<file path="config.mk">
export PLATFORM = sky130hd
export DESIGN_NAME = seg7_scan_driver
export DESIGN_NICKNAME = d
export VERILOG_FILES = /design/src/rtl/seg7_pkg.sv /design/src/rtl/seg7_scan_driver_hex_to_seg7.sv /design/src/rtl/seg7_scan_driver.sv
export SDC_FILE = /design/constraint.sdc
export NUM_CORES = 1
export LEC_CHECK = 0
export CAP_MARGIN = 20
export CORE_AREA = 4 4 79 81
export DETAILED_ROUTE_END_ITERATION = 8
export DIE_AREA = 0 0 83 85
export PLACE_DENSITY = 0.85
export SLEW_MARGIN = 30
export SYNTH_ARGS = -nofsm -noshare
export SYNTH_HDL_FRONTEND = slang
export SYNTH_SLANG_ARGS = --single-unit
</file>
<file path="constraint.sdc">
create_clock -name clk -period 4.2 [get_ports clk]
set_input_delay 1.05 -clock clk [delete_from_list [all_inputs] [get_ports clk]]
set_output_delay 1.05 -clock clk [all_outputs]
set_load 0.03 [all_outputs]
</file>
<file path="src/rtl/seg7_pkg.sv">
// Shared types and constants for the 4-digit seven-segment scan driver.
// Contents:
//   seg7_state_e : scan FSM state (all-off gap, digit lit)
//   seg7_word_t  : buffered display word (decimal points + hex nibbles)
//   SEG_OFF      : segment pattern with every segment dark (active-low)
//   AN_OFF       : anode pattern with every digit dark (active-low)
//   hex_seg()    : hex nibble -> {g,f,e,d,c,b,a} active-low segment pattern
package seg7_pkg;

  typedef enum logic {
    ST_BLANK = 1'b0,
    ST_ON    = 1'b1
  } seg7_state_e;

  typedef struct packed {
    logic [3:0]  dp;    // decimal point per digit, active-high
    logic [15:0] data;  // digit k is data[4k+3:4k], digit 0 rightmost
  } seg7_word_t;

  localparam logic [6:0] SEG_OFF = 7'b111_1111;
  localparam logic [3:0] AN_OFF  = 4'b1111;

  function automatic logic [6:0] hex_seg(input logic [3:0] nib);
    logic [6:0] s;
    s = SEG_OFF;
    case (nib)
      4'h0: s = 7'b100_0000;
      4'h1: s = 7'b111_1001;
      4'h2: s = 7'b010_0100;
      4'h3: s = 7'b011_0000;
      4'h4: s = 7'b001_1001;
      4'h5: s = 7'b001_0010;
      4'h6: s = 7'b000_0010;
      4'h7: s = 7'b111_1000;
      4'h8: s = 7'b000_0000;
      4'h9: s = 7'b001_0000;
      4'hA: s = 7'b000_1000;
      4'hB: s = 7'b000_0011;
      4'hC: s = 7'b100_0110;
      4'hD: s = 7'b010_0001;
      4'hE: s = 7'b000_0110;
      4'hF: s = 7'b000_1110;
      default: s = SEG_OFF;
    endcase
    return s;
  endfunction

endpackage

</file>
<file path="src/rtl/seg7_scan_driver_hex_to_seg7.sv">
// Purely combinational hex-digit decoder.
// Ports:
//   nib_i : 4-bit hex nibble
//   seg_o : {g,f,e,d,c,b,a}, active-low
module hex_to_seg7
  import seg7_pkg::*;
(
  input  logic [3:0] nib_i,
  output logic [6:0] seg_o
);

  assign seg_o = hex_seg(nib_i);

endmodule

</file>
<file path="src/rtl/seg7_scan_driver.sv">
// Time-multiplexed driver for a 4-digit common-anode seven-segment display.
// Each digit is preceded by BLANK_CYC all-off cycles and lit for ON_CYC
// cycles. The shown word is double-buffered and only replaced at the frame
// boundary (last lit cycle of digit 3) so a frame never mixes two words.
// Ports:
//   clk         : clock
//   rst_n       : synchronous reset, active-HIGH despite the name
//   data_in     : word to display, digit k = data_in[4k+3:4k]
//   data_valid  : one-cycle strobe capturing data_in / dp_in
//   dp_in       : per-digit decimal points, active-high
//   blank_lz    : leading-zero blanking enable (level)
//   seg         : {g,f,e,d,c,b,a}, active-low, registered
//   dp          : decimal point, active-low, registered
//   an          : anodes, active-low, registered
//   frame_tick  : one-cycle pulse when the new word is first held
//   dbg_state_o : current scan FSM state
//
// Handshake: data_valid is a fire-and-forget strobe with no ready; every
// strobe is accepted and the most recent one before a commit is displayed.
module seg7_scan_driver
  import seg7_pkg::*;
#(
  parameter int ON_CYC    = 1000,
  parameter int BLANK_CYC = 4
) (
  input  logic        clk,
  input  logic        rst_n,
  input  logic [15:0] data_in,
  input  logic        data_valid,
  input  logic [3:0]  dp_in,
  input  logic        blank_lz,
  output logic [6:0]  seg,
  output logic        dp,
  output logic [3:0]  an,
  output logic        frame_tick,
  output seg7_state_e dbg_state_o
);

  localparam int MAXC = (ON_CYC > BLANK_CYC) ? ON_CYC : BLANK_CYC;
  localparam int CW   = (MAXC > 1) ? $clog2(MAXC) : 1;
  localparam logic [CW-1:0] ON_LAST    = CW'(ON_CYC - 1);
  localparam logic [CW-1:0] BLANK_LAST = CW'(BLANK_CYC - 1);

  seg7_state_e   state_q, state_d;
  logic [CW-1:0] cnt_q, cnt_d;
  logic [1:0]    idx_q, idx_d;
  seg7_word_t    pend_q, pend_d;
  logic          pend_vld_q, pend_vld_d;
  seg7_word_t    disp_q, disp_d;
  logic [6:0]    seg_q, seg_d;
  logic          dp_q, dp_d;
  logic [3:0]    an_q, an_d;
  logic          tick_q;
  logic          commit;

  logic [3:0]    nib;
  logic [6:0]    seg_raw;
  logic [3:0]    hi_zero;
  logic          digit_blank;

  // Scan FSM: commit happens on the ON->BLANK transition out of digit 3.
  always_comb begin
    state_d = state_q;
    cnt_d   = cnt_q + 1'b1;
    idx_d   = idx_q;
    commit  = 1'b0;
    case (state_q)
      ST_BLANK: begin
        if (cnt_q == BLANK_LAST) begin
          state_d = ST_ON;
          cnt_d   = '0;
        end
      end
      ST_ON: begin
        if (cnt_q == ON_LAST) begin
          state_d = ST_BLANK;
          cnt_d   = '0;
          idx_d   = idx_q + 2'd1;
          commit  = (idx_q == 2'd3);
        end
      end
      default: begin
        state_d = ST_BLANK;
        cnt_d   = '0;
      end
    endcase
  end

  // Double buffer. A strobe landing on the commit cycle bypasses the pending
  // register so it is not delayed by a whole frame.
  always_comb begin
    pend_d     = pend_q;
    pend_vld_d = pend_vld_q;
    disp_d     = disp_q;
    if (commit) begin
      pend_vld_d = 1'b0;
      if (data_valid) begin
        disp_d = '{dp: dp_in, data: data_in};
      end else if (pend_vld_q) begin
        disp_d = pend_q;
      end
    end else if (data_valid) begin
      pend_d     = '{dp: dp_in, data: data_in};
      pend_vld_d = 1'b1;
    end
  end

  assign nib = 4'(disp_q.data >> {idx_q, 2'b00});

  hex_to_seg7 u_hex_to_seg7 (
    .nib_i (nib),
    .seg_o (seg_raw)
  );

  // hi_zero[k]: nibble k and every nibble above it are zero.
  always_comb begin
    hi_zero[3] = (disp_q.data[15:12] == 4'h0);
    hi_zero[2] = hi_zero[3] && (disp_q.data[11:8] == 4'h0);
    hi_zero[1] = hi_zero[2] && (disp_q.data[7:4] == 4'h0);
    hi_zero[0] = 1'b0;
  end

  assign digit_blank = blank_lz && hi_zero[idx_q];

  // Output pattern is latched on the first ON cycle and held for the rest of
  // the digit, so blank_lz only matters at ON entry.
  always_comb begin
    an_d  = AN_OFF;
    seg_d = SEG_OFF;
    dp_d  = 1'b1;
    if (state_q == ST_ON) begin
      if (cnt_q == '0) begin
        an_d  = ~(4'b0001 << idx_q);
        seg_d = digit_blank ? SEG_OFF : seg_raw;
        dp_d  = ~disp_q.dp[idx_q];
      end else begin
        an_d  = an_q;
        seg_d = seg_q;
        dp_d  = dp_q;
      end
    end
  end

  always_ff @(posedge clk) begin
    if (rst_n) begin
      state_q    <= ST_BLANK;
      cnt_q      <= '0;
      idx_q      <= 2'd0;
      pend_q     <= '0;
      pend_vld_q <= 1'b0;
      disp_q     <= '0;
      seg_q      <= SEG_OFF;
      dp_q       <= 1'b1;
      an_q       <= AN_OFF;
      tick_q     <= 1'b0;
    end else begin
      state_q    <= state_d;
      cnt_q      <= cnt_d;
      idx_q      <= idx_d;
      pend_q     <= pend_d;
      pend_vld_q <= pend_vld_d;
      disp_q     <= disp_d;
      seg_q      <= seg_d;
      dp_q       <= dp_d;
      an_q       <= an_d;
      tick_q     <= commit;
    end
  end

  assign seg         = seg_q;
  assign dp          = dp_q;
  assign an          = an_q;
  assign frame_tick  = tick_q;
  assign dbg_state_o = state_q;

endmodule

</file>
# [Word level (Yosys, flattened, before mapping)]
# Memory sizes are Yosys's and may differ from the RTL's.
# Cells that the tools add are included.
[classes] addsub=2 n_mul=0 div=0 order_cmp=1 n_eq_ne=3 shift=2 n_mux=15 bitwise=4 reduce_logical=13
[op_table] operator="20-bit two-way mux" count=2
[op_table] operator="10-bit two-way mux" count=2
[op_table] operator="10-bit one-hot mux with 2 select lines" count=1
[op_table] operator="16-bit by 4-bit >> shifter with 4-bit output" count=1
[op_table] operator="4-bit logical NOT" count=3
[op_table] operator="10-bit by 1-bit adder with 10-bit output (second input constant)" count=1
[op_table] operator="10-bit == test (second input constant)" count=1
[op_table] operator="10-bit by 2-bit == test with 1-bit output (second input constant)" count=1
[op_table] operator="10-bit logical NOT" count=1
[op_table] operator="7-bit two-way mux" count=1
[op_table] operator="1-bit two-way mux" count=6
[op_table] operator="2-bit AND reduction" count=3
[op_table] operator="1-bit binary-select mux with 2-bit select" count=2
[op_table] operator="4-bit NOT" count=1
[op_table] operator="2-bit OR reduction" count=2
[op_table] operator="1-bit by 2-bit << shifter with 4-bit output (first input constant)" count=1
[op_table] operator="1-bit logical AND" count=3
[op_table] operator="2-bit by 3-bit < comparator with 1-bit output (second input constant)" count=1
[op_table] operator="1-bit NOT" count=3
[op_table] operator="2-bit by 1-bit adder with 2-bit output (second input constant)" count=1
[op_table] operator="2-bit == test (second input constant)" count=1
[op_table] operator="1-bit one-hot mux with 2 select lines" count=1
[op_table] operator="2-bit nonzero test" count=1
[totals] reg_bits=67 latchBits=0 ram_bits=0 mem_bits_ro=112 inputBits=24 out_inout_bits=14 word_cells=53 n_memories=1
[memory_table] memory="(name not given)" words=16 word_bits=7 read_ports=1 rd_ports_with_merged_regs=0 wr=0 line_no="seg7_pkg.sv:26" rtl="case (nib)"

# [Logic depth before layout (Yosys ltp)]
# Gate-level depths: netlist of run 1.
[logic_depth] depth_word=7 mapped_depth=9 ltp_nobuf=8

# [By module]
# Synthesis of run 1 repeated with hierarchy kept, for this count alone.
[hier_totals] hier_cells=362 hier_area_um2=3569.7
[by_module_without_submodules] mod="seg7_scan_driver" instances=1 cells_each=331 area_each_um2=3316.9
[by_module_without_submodules] mod="hex_to_seg7" instances=1 cells_each=31 area_each_um2=252.7

# [Worst setup path before layout of run 1]
# OpenSTA, ideal clock, no wires.
[synth_timing] kind="flip-flop to flip-flop" start="register idx_q[0]" end="register seg_q[0], in the netlist seg[0]" setup_time_ns=0.070 arrival_ns=2.082 required_ns=4.130 setup_slack_ns=2.048 stages_incl_launch_ff=8 path_buffers=1 synth_period_minus_slack_ns=2.152 path_cell_list="dfxtp_1 -> buf_4 -> mux4_1 -> inv_1 -> ha_1 -> mux2i_1 -> a221o_1 -> a21oi_1"
[synth_between] elab_chain_cells=4 elab_cells_between_ends=6 classes_between="1 x shift; 3 x mux; 1 x reduce/logical; 1 x memory"
[synth_lines] item="start: declaration" line_no="seg7_scan_driver.sv:46" rtl="logic [1:0] idx_q, idx_d;"
[synth_lines] item="start signal: assignment" line_no="seg7_scan_driver.sv:159" rtl="idx_q <= idx_d;"
[synth_lines] item="branches (longest 3 deep; another with memory 16 x 7 bit)"
[synth_lines] item="7-bit two-way mux *" line_no="seg7_scan_driver.sv:134" rtl="seg_d = digit_blank ? SEG_OFF : seg_raw;"
[synth_lines] item="end signal: assignment" line_no="seg7_scan_driver.sv:163" rtl="seg_q <= seg_d;"
[synth_lines] item="end: declaration" line_no="seg7_scan_driver.sv:50" rtl="logic [6:0] seg_q, seg_d;"
# Mark *: on every way between the ends. The select of a mux whose other input is x is not followed.
# A chain may end at the register's enable or synchronous reset.

# [Final worst setup path of run 1]
[layout_timing] start="input port data_valid" end="register disp_q[15] (netlist name)"
[layout_between] elab_chain_cells=2 elab_cells_between_ends=3 classes_between="1 x mux; 2 x reduce/logical"
[layout_lines] item="start: declaration" line_no="seg7_scan_driver.sv:29" rtl="input logic data_valid,"
[layout_lines] item="2-bit nonzero test (no source line)"
[layout_lines] item="2-bit AND reduction (no source line)"
[layout_lines] item="end signal: assignment" line_no="seg7_scan_driver.sv:162" rtl="disp_q <= disp_d;"
[layout_lines] item="end: declaration" line_no="seg7_scan_driver.sv:49" rtl="seg7_word_t disp_q, disp_d;"
# Several ways; a longest one is shown, not always the timed one.

==> results_dict.tcl, run 1 <==
set metrics [dict create \
    status "finished clean" \
    rr_worst_depth 6 \
    rows 27 \
    fin_nets 422 \
    synth_area_per_cell_um2 9.09 \
    clockPowerShare 0.375 \
    num-fill-cells 440 \
    period_minus_slack_ns 2.60 \
    critical_path.max_stage_delay_ns 0.75 \
    r2r_slack_ns 1.70 \
    syn_inst 356 \
    start_util 0.591 \
    hold_path_end "pend_q[13]$_SDFFE_PP0P_" \
    r2r_start "idx_q[0]$_SDFFE_PP0P_" \
    holdBufCountCts 0 \
    skew_ns 0.00904 \
    synth_nets 392 \
    grt_max_degree 49 \
    comb_power_share 0.101 \
    ys_seq_area_frac 0.414 \
    coreArea_mm2 0.00547 \
    async_flop_share 0 \
    synthToLayoutAreaGrowth_pct 17.2 \
    drt_iter0_drc 85 \
    grt_usage 0.185 \
    netlist_area_mm2 0.00324 \
    worst_slack_ns 1.60 \
    fmax_mhz 384 \
    ant_nets 0 \
    p_seq_frac 0.525 \
    period_share 0.620 \
    numClockSinks 67 \
    overflow 0 \
    clock_latency_ns 0.34 \
    dr.pass1.iters 4 \
    grt_pass1_wl_mm 10.7 \
    critPathMaxFanout 40 \
    yosysWarnings 0 \
    finalWirelength_mm 6.33 \
    ys_ff_latch 67 \
    cts_root_buf "clkbuf_8" \
    powerDensity_mw_per_mm2 333 \
    synthFlopType "dfxtp_1" \
    slew_violations 0 \
    r2r_end "seg[0]$_SDFFE_PP1N_" \
    cts_resized 0 \
    cts_setup_buffers 0 \
    max-vdd-ir-drop_mv 0.224 \
    antenna_found_initial 0 \
    crit_slowest_cell "clkdlybuf4s50_1" \
    crit_top_cell "nor2_1" \
    tightestPinTransition_ns 0.741 \
    final_cell_mix "dfxtp_1, nand2_1, nor2_1" \
    relSlewSlack 0.506 \
    seqCellArea_mm2 0.00134 \
    avgRoutedWirePerCell_um 13.7 \
    die_h_um 85 \
    endpoint_kind "flip-flop" \
    power.total_uw 1260 \
    hold_start "pend_q[13]$_SDFFE_PP0P_" \
    dpl.hpwl_mm 4.33 \
    drc 0 \
    hp-class "flip-flop to flip-flop" \
    htreeDepth 3 \
    pin_count 38 \
    numCtsBuffers 9 \
    cts.path.max_buffers 2 \
    pre_cts_ws_ns 1.27 \
    leakage_uw 0.00143 \
    synth_edf_count 0 \
    hold_violations 0 \
    die_w_um 83 \
    whs_path_depth 2 \
    p_switching_uw 330 \
    setup_violations 0 \
    path_cells "clkdlybuf4s50_1, nor2_1, nor3_4, buf_4, nor2_1, a211oi_1" \
    multi_input_area_mm2 0.00174 \
    diodes 0 \
    grt_pass1_vias 2423 \
    die-area_mm2 0.00706 \
    cts_tree "done" \
    p_int_uw 935 \
    critPathKind "primary input to flip-flop" \
    globalplace.congestion 0.921 \
    cts.clk_slew.worst_paths_ns 0.07 \
    dr_total_vias 2536 \
    drive_gt1_frac 0.113 \
    rsz0062_at_grt "false" \
    start_kind "primary input" \
    final_common_cell "dfxtp_1" \
    via_per_inst 5.48 \
    worstPathRequired_ns 4.44 \
    fin_tns_setup_ns 0 \
    p_sw_frac 0.261 \
    crit_arrival_ns 2.85 \
    portBuffers 37 \
    synth_cell_types 39 \
    maxCapViolations 0 \
]
-- critical path, delay by kind of cell --
family / cells / cell delay (ns)
simple gates: 3 / 0.36
buf+inv: 2 / 1.18
compound gates: 1 / 0.24
-- state kept, by name, indices dropped and copies added (netlist names) --
register     flops
dp               1
cnt_q           10
frame_tick       1
pend_q          20
pend_vld_q       1
an               4
disp_q          20
dbg_state_o      1
seg              7
idx_q            2
-- per-layer routing --
metal  GRT usage  part of all wire
met5           0                 0
met4       0.111             0.035
met3      0.0495             0.043
met2       0.310              0.48
met1       0.212              0.44
-- per-stage QoR --
step	hold slack [ns]	utilization	std cells	area, um^2
2_1_floorplan	0.430	-	356	3240
6_report	0.454	0.693	463	3790
5_1_grt	0.471	0.693	463	3790
3_3_place_gp	0.441	0.661	447	3620
4_1_cts	0.456	0.693	463	3790
3_5_place_dp	0.446	0.661	447	3620
-- worst max-delay path by stage --
stage	start	end	slack, ns	cells past startpoint
after floorplan	idx_q[0]$_SDFFE_PP0P_	seg[0]$_SDFFE_PP1N_	2.05	7
after global placement	data_valid	disp_q[15]$_SDFFE_PP0P_	1.37	6
after detailed placement	data_valid	disp_q[15]$_SDFFE_PP0P_	1.27	6
after CTS	data_valid	disp_q[15]$_SDFFE_PP0P_	1.62	6
after global routing	data_valid	disp_q[15]$_SDFFE_PP0P_	1.43	6
final	data_valid	disp_q[15]$_SDFFE_PP0P_	1.60	6
-- logic make-up after synthesis --
kind of cell               count (synthesis)  share of synthesized area
adders and majority gates                 12                     0.0464
xor gates and xnor gates                   9                     0.0244
and+or+nand+nor                          132                      0.186
AOI/OAI and AO/OA                         71                      0.166
DFF                                       67                      0.414
buffers and inverters                     36                     0.0491
muxes                                     29                      0.114
-- Yosys cell counts (7+ instances only) --
master    count  area share
nor3_1       10       0.015
nor2_1       45       0.052
clkbuf_1     10       0.012
a211oi_2     19       0.073
inv_1        14       0.016
ha_1         12       0.046
nand3_1       9       0.014
mux2i_1      24       0.074
nand2_1      51       0.059
a21oi_1      33       0.051
dfxtp_1      67        0.41
buf_2         7       0.011
-- power by group through the flow --
stage	Combinational [uW]	Sequential [uW]	Clock, uW
finish	127	663	474
global route	141	665	513
CTS	128	663	485
detailed placement	127	678	0
global placement	124	677	0
floorplan	77.9	682	0
-- area by class of cell --
type,instances,share of cell area
clock buffers,10,0.0363
clock inverters,6,0.0109
inverters,14,0.0138
multi-input cells,253,0.458
flip-flops and latches,67,0.353
well taps,72,0.0237
repair buffers,41,0.104
Note: power is estimated with default switching activity, not from simulation.
==> inputs of run 2 (changes only) <==
--- a/config.mk
+++ b/config.mk
@@ -6,10 +6,10 @@
 export NUM_CORES = 1
 export LEC_CHECK = 0
 export CAP_MARGIN = 20
-export CORE_AREA = 4 4 79 81
+export CORE_AREA = 4 4 82 84
 export DETAILED_ROUTE_END_ITERATION = 8
-export DIE_AREA = 0 0 83 85
-export PLACE_DENSITY = 0.85
+export DIE_AREA = 0 0 86 88
+export PLACE_DENSITY = 0.79
 export SLEW_MARGIN = 30
 export SYNTH_ARGS = -nofsm -noshare
 export SYNTH_HDL_FRONTEND = slang
==> constraint.sdc (replaced) <==
create_clock -name clk -period 2.4 [get_ports clk]
set_input_delay 0.6 -clock clk [delete_from_list [all_inputs] [get_ports clk]]
set_output_delay 0.6 -clock clk [all_outputs]
set_load 0.03 [all_outputs]
==> run 2 against run 1 <==
Effect of this change: sequential power increased by 75%; critical path type is now flip-flop to flip-flop; largest cell class unchanged; sequential share of layout area decreased by 0.81 points; cell area increased by 2.3%; highest routed layer unchanged; wire length increased by 0.52%; power increased by 96%; global-route usage decreased by 0.21 points; worst setup slack got worse by 1.5 ns.
==> results_dict.tcl, run 2 (synthesized netlist as in run 1, its figures left out) <==
set metrics [dict create \
    cts.path.max_buffers 2 \
    place_area_mm2 0.00365 \
    hp-class "flip-flop to flip-flop" \
    drive_gt1_frac 0.117 \
    final_cell_mix "dfxtp_1, nand2_1, nor2_1" \
    rows 28 \
    dpl.hpwl_mm 4.41 \
    endpoint_kind "flip-flop" \
    die-area_mm2 0.00757 \
    multi_input_area_mm2 0.00174 \
    max-vdd-ir-drop_mv 0.644 \
    numCtsBuffers 9 \
    die_h_um 88 \
    reg_top3 "disp_q (20), pend_q (20), cnt_q (10)" \
    pin_count 38 \
    relSlewSlack 0.620 \
    fin_tns_setup_ns 0 \
    num-fill-cells 493 \
    finalWirelength_mm 6.36 \
    final_common_cell "dfxtp_1" \
    placedCellCount 453 \
    grt_usage 0.183 \
    start_util 0.547 \
    avgRoutedWirePerCell_um 13.6 \
    worstPathRequired_ns 2.68 \
    critPathMaxFanout 8 \
    numClockSinks 67 \
    cts_setup_buffers 0 \
    critPathKind "flip-flop to flip-flop" \
    rsz0062_at_grt "false" \
    dr_total_vias 2528 \
    diodes 0 \
    slew_violations 0 \
    drt_iter0_drc 63 \
    grt_max_degree 45 \
    dr.pass1.iters 4 \
    overflow 0 \
    clock_latency_ns 0.35 \
    final_cells 468 \
    start_kind "flip-flop" \
    portBuffers 37 \
    final_cell_area_mm2 0.00388 \
    powerDensity_mw_per_mm2 638 \
    fin_util 0.656 \
    coreArea_mm2 0.00592 \
    holdBufCountCts 0 \
    grt_pass1_wl_mm 10.8 \
    ant_nets 0 \
    cts_tree "done" \
    cts.clk_slew.worst_paths_ns 0.07 \
    leakage_uw 0.00148 \
    drc 0 \
    via_per_inst 5.40 \
    skew_ns 0.00809 \
    crit_arrival_ns 2.55 \
    fmax_mhz 441 \
    seqCellArea_mm2 0.00134 \
    globalplace.congestion 0.882 \
    die_w_um 86 \
    tightestPinTransition_ns 0.570 \
    cts_resized 0 \
    grt_pass1_vias 2388 \
    status "finished clean" \
    synthToLayoutAreaGrowth_pct 20.0 \
    fin_nets 425 \
    hold_violations 0 \
    htreeDepth 3 \
    setup_violations 0 \
    cts_root_buf "clkbuf_8" \
    period_minus_slack_ns 2.27 \
    maxCapViolations 0 \
    period_share 0.945 \
    antenna_found_initial 0 \
]
-- run 2: cell count changes in the layout (fill, tap and decap cells not counted), sizes merged --
cell,change
buf,+3
clkinvlp,-3
clkbuf,-1
bufinv,+3
-- run 2: path summary, 6_finish.rpt --
path	start	to	slack, ns	cells after the start
setup reg to reg	idx_q[0]$_SDFFE_PP0P_	seg[0]$_SDFFE_PP1N_	0.13	6
setup / recovery	idx_q[0]$_SDFFE_PP0P_	seg[0]$_SDFFE_PP1N_	0.13	6
hold / removal	pend_q[9]$_SDFFE_PP0P_	pend_q[9]$_SDFFE_PP0P_	0.45	2
hold reg to reg	pend_q[9]$_SDFFE_PP0P_	pend_q[9]$_SDFFE_PP0P_	0.45	2
-- run 2: power breakdown --
group | switching [uW] | internal [uW] | total [uW]
clock | 413 | 678 | 1090
combinational | 130 | 94.9 | 225
sequential | 18.7 | 1140 | 1160
total | 562 | 1920 | 2480
-- run 2: routing by layer --
layer / track usage / share of wire
met4: 0.0935 / 0.018
met2: 0.306 / 0.48
met3: 0.0461 / 0.046
met1: 0.219 / 0.46
met5: 0 / 0
-- run 2: cell type report --
type | count | share of cell area
inverters | 14 | 0.0135
multi-input cells | 253 | 0.447
clock inverters | 6 | 0.0271
repair buffers | 44 | 0.111
clock buffers | 9 | 0.0319
flip-flops and latches | 67 | 0.345
well taps | 75 | 0.0242
-- run 2: worst max-delay path: stages (launching register included) --
cell     delay, ns
dfxtp_1       0.51
mux4_1        0.70
inv_1         0.17
ha_1          0.28
mux2i_1       0.10
a221o_1       0.31
a21oi_1       0.14
-- run 2: through the flow --
| step | setup slack (ns) | power [uW] | hold slack, ns |
|---|---|---|---|
| 2_1_floorplan | 0.248 | 1330 | 0.430 |
| 3_3_place_gp | 0.267 | 1410 | 0.441 |
| 3_5_place_dp | 0.165 | 1410 | 0.446 |
| 4_1_cts | 0.149 | 2500 | 0.445 |
| 5_1_grt | 0.0291 | 2580 | 0.461 |
| 6_report | 0.132 | 2480 | 0.453 |
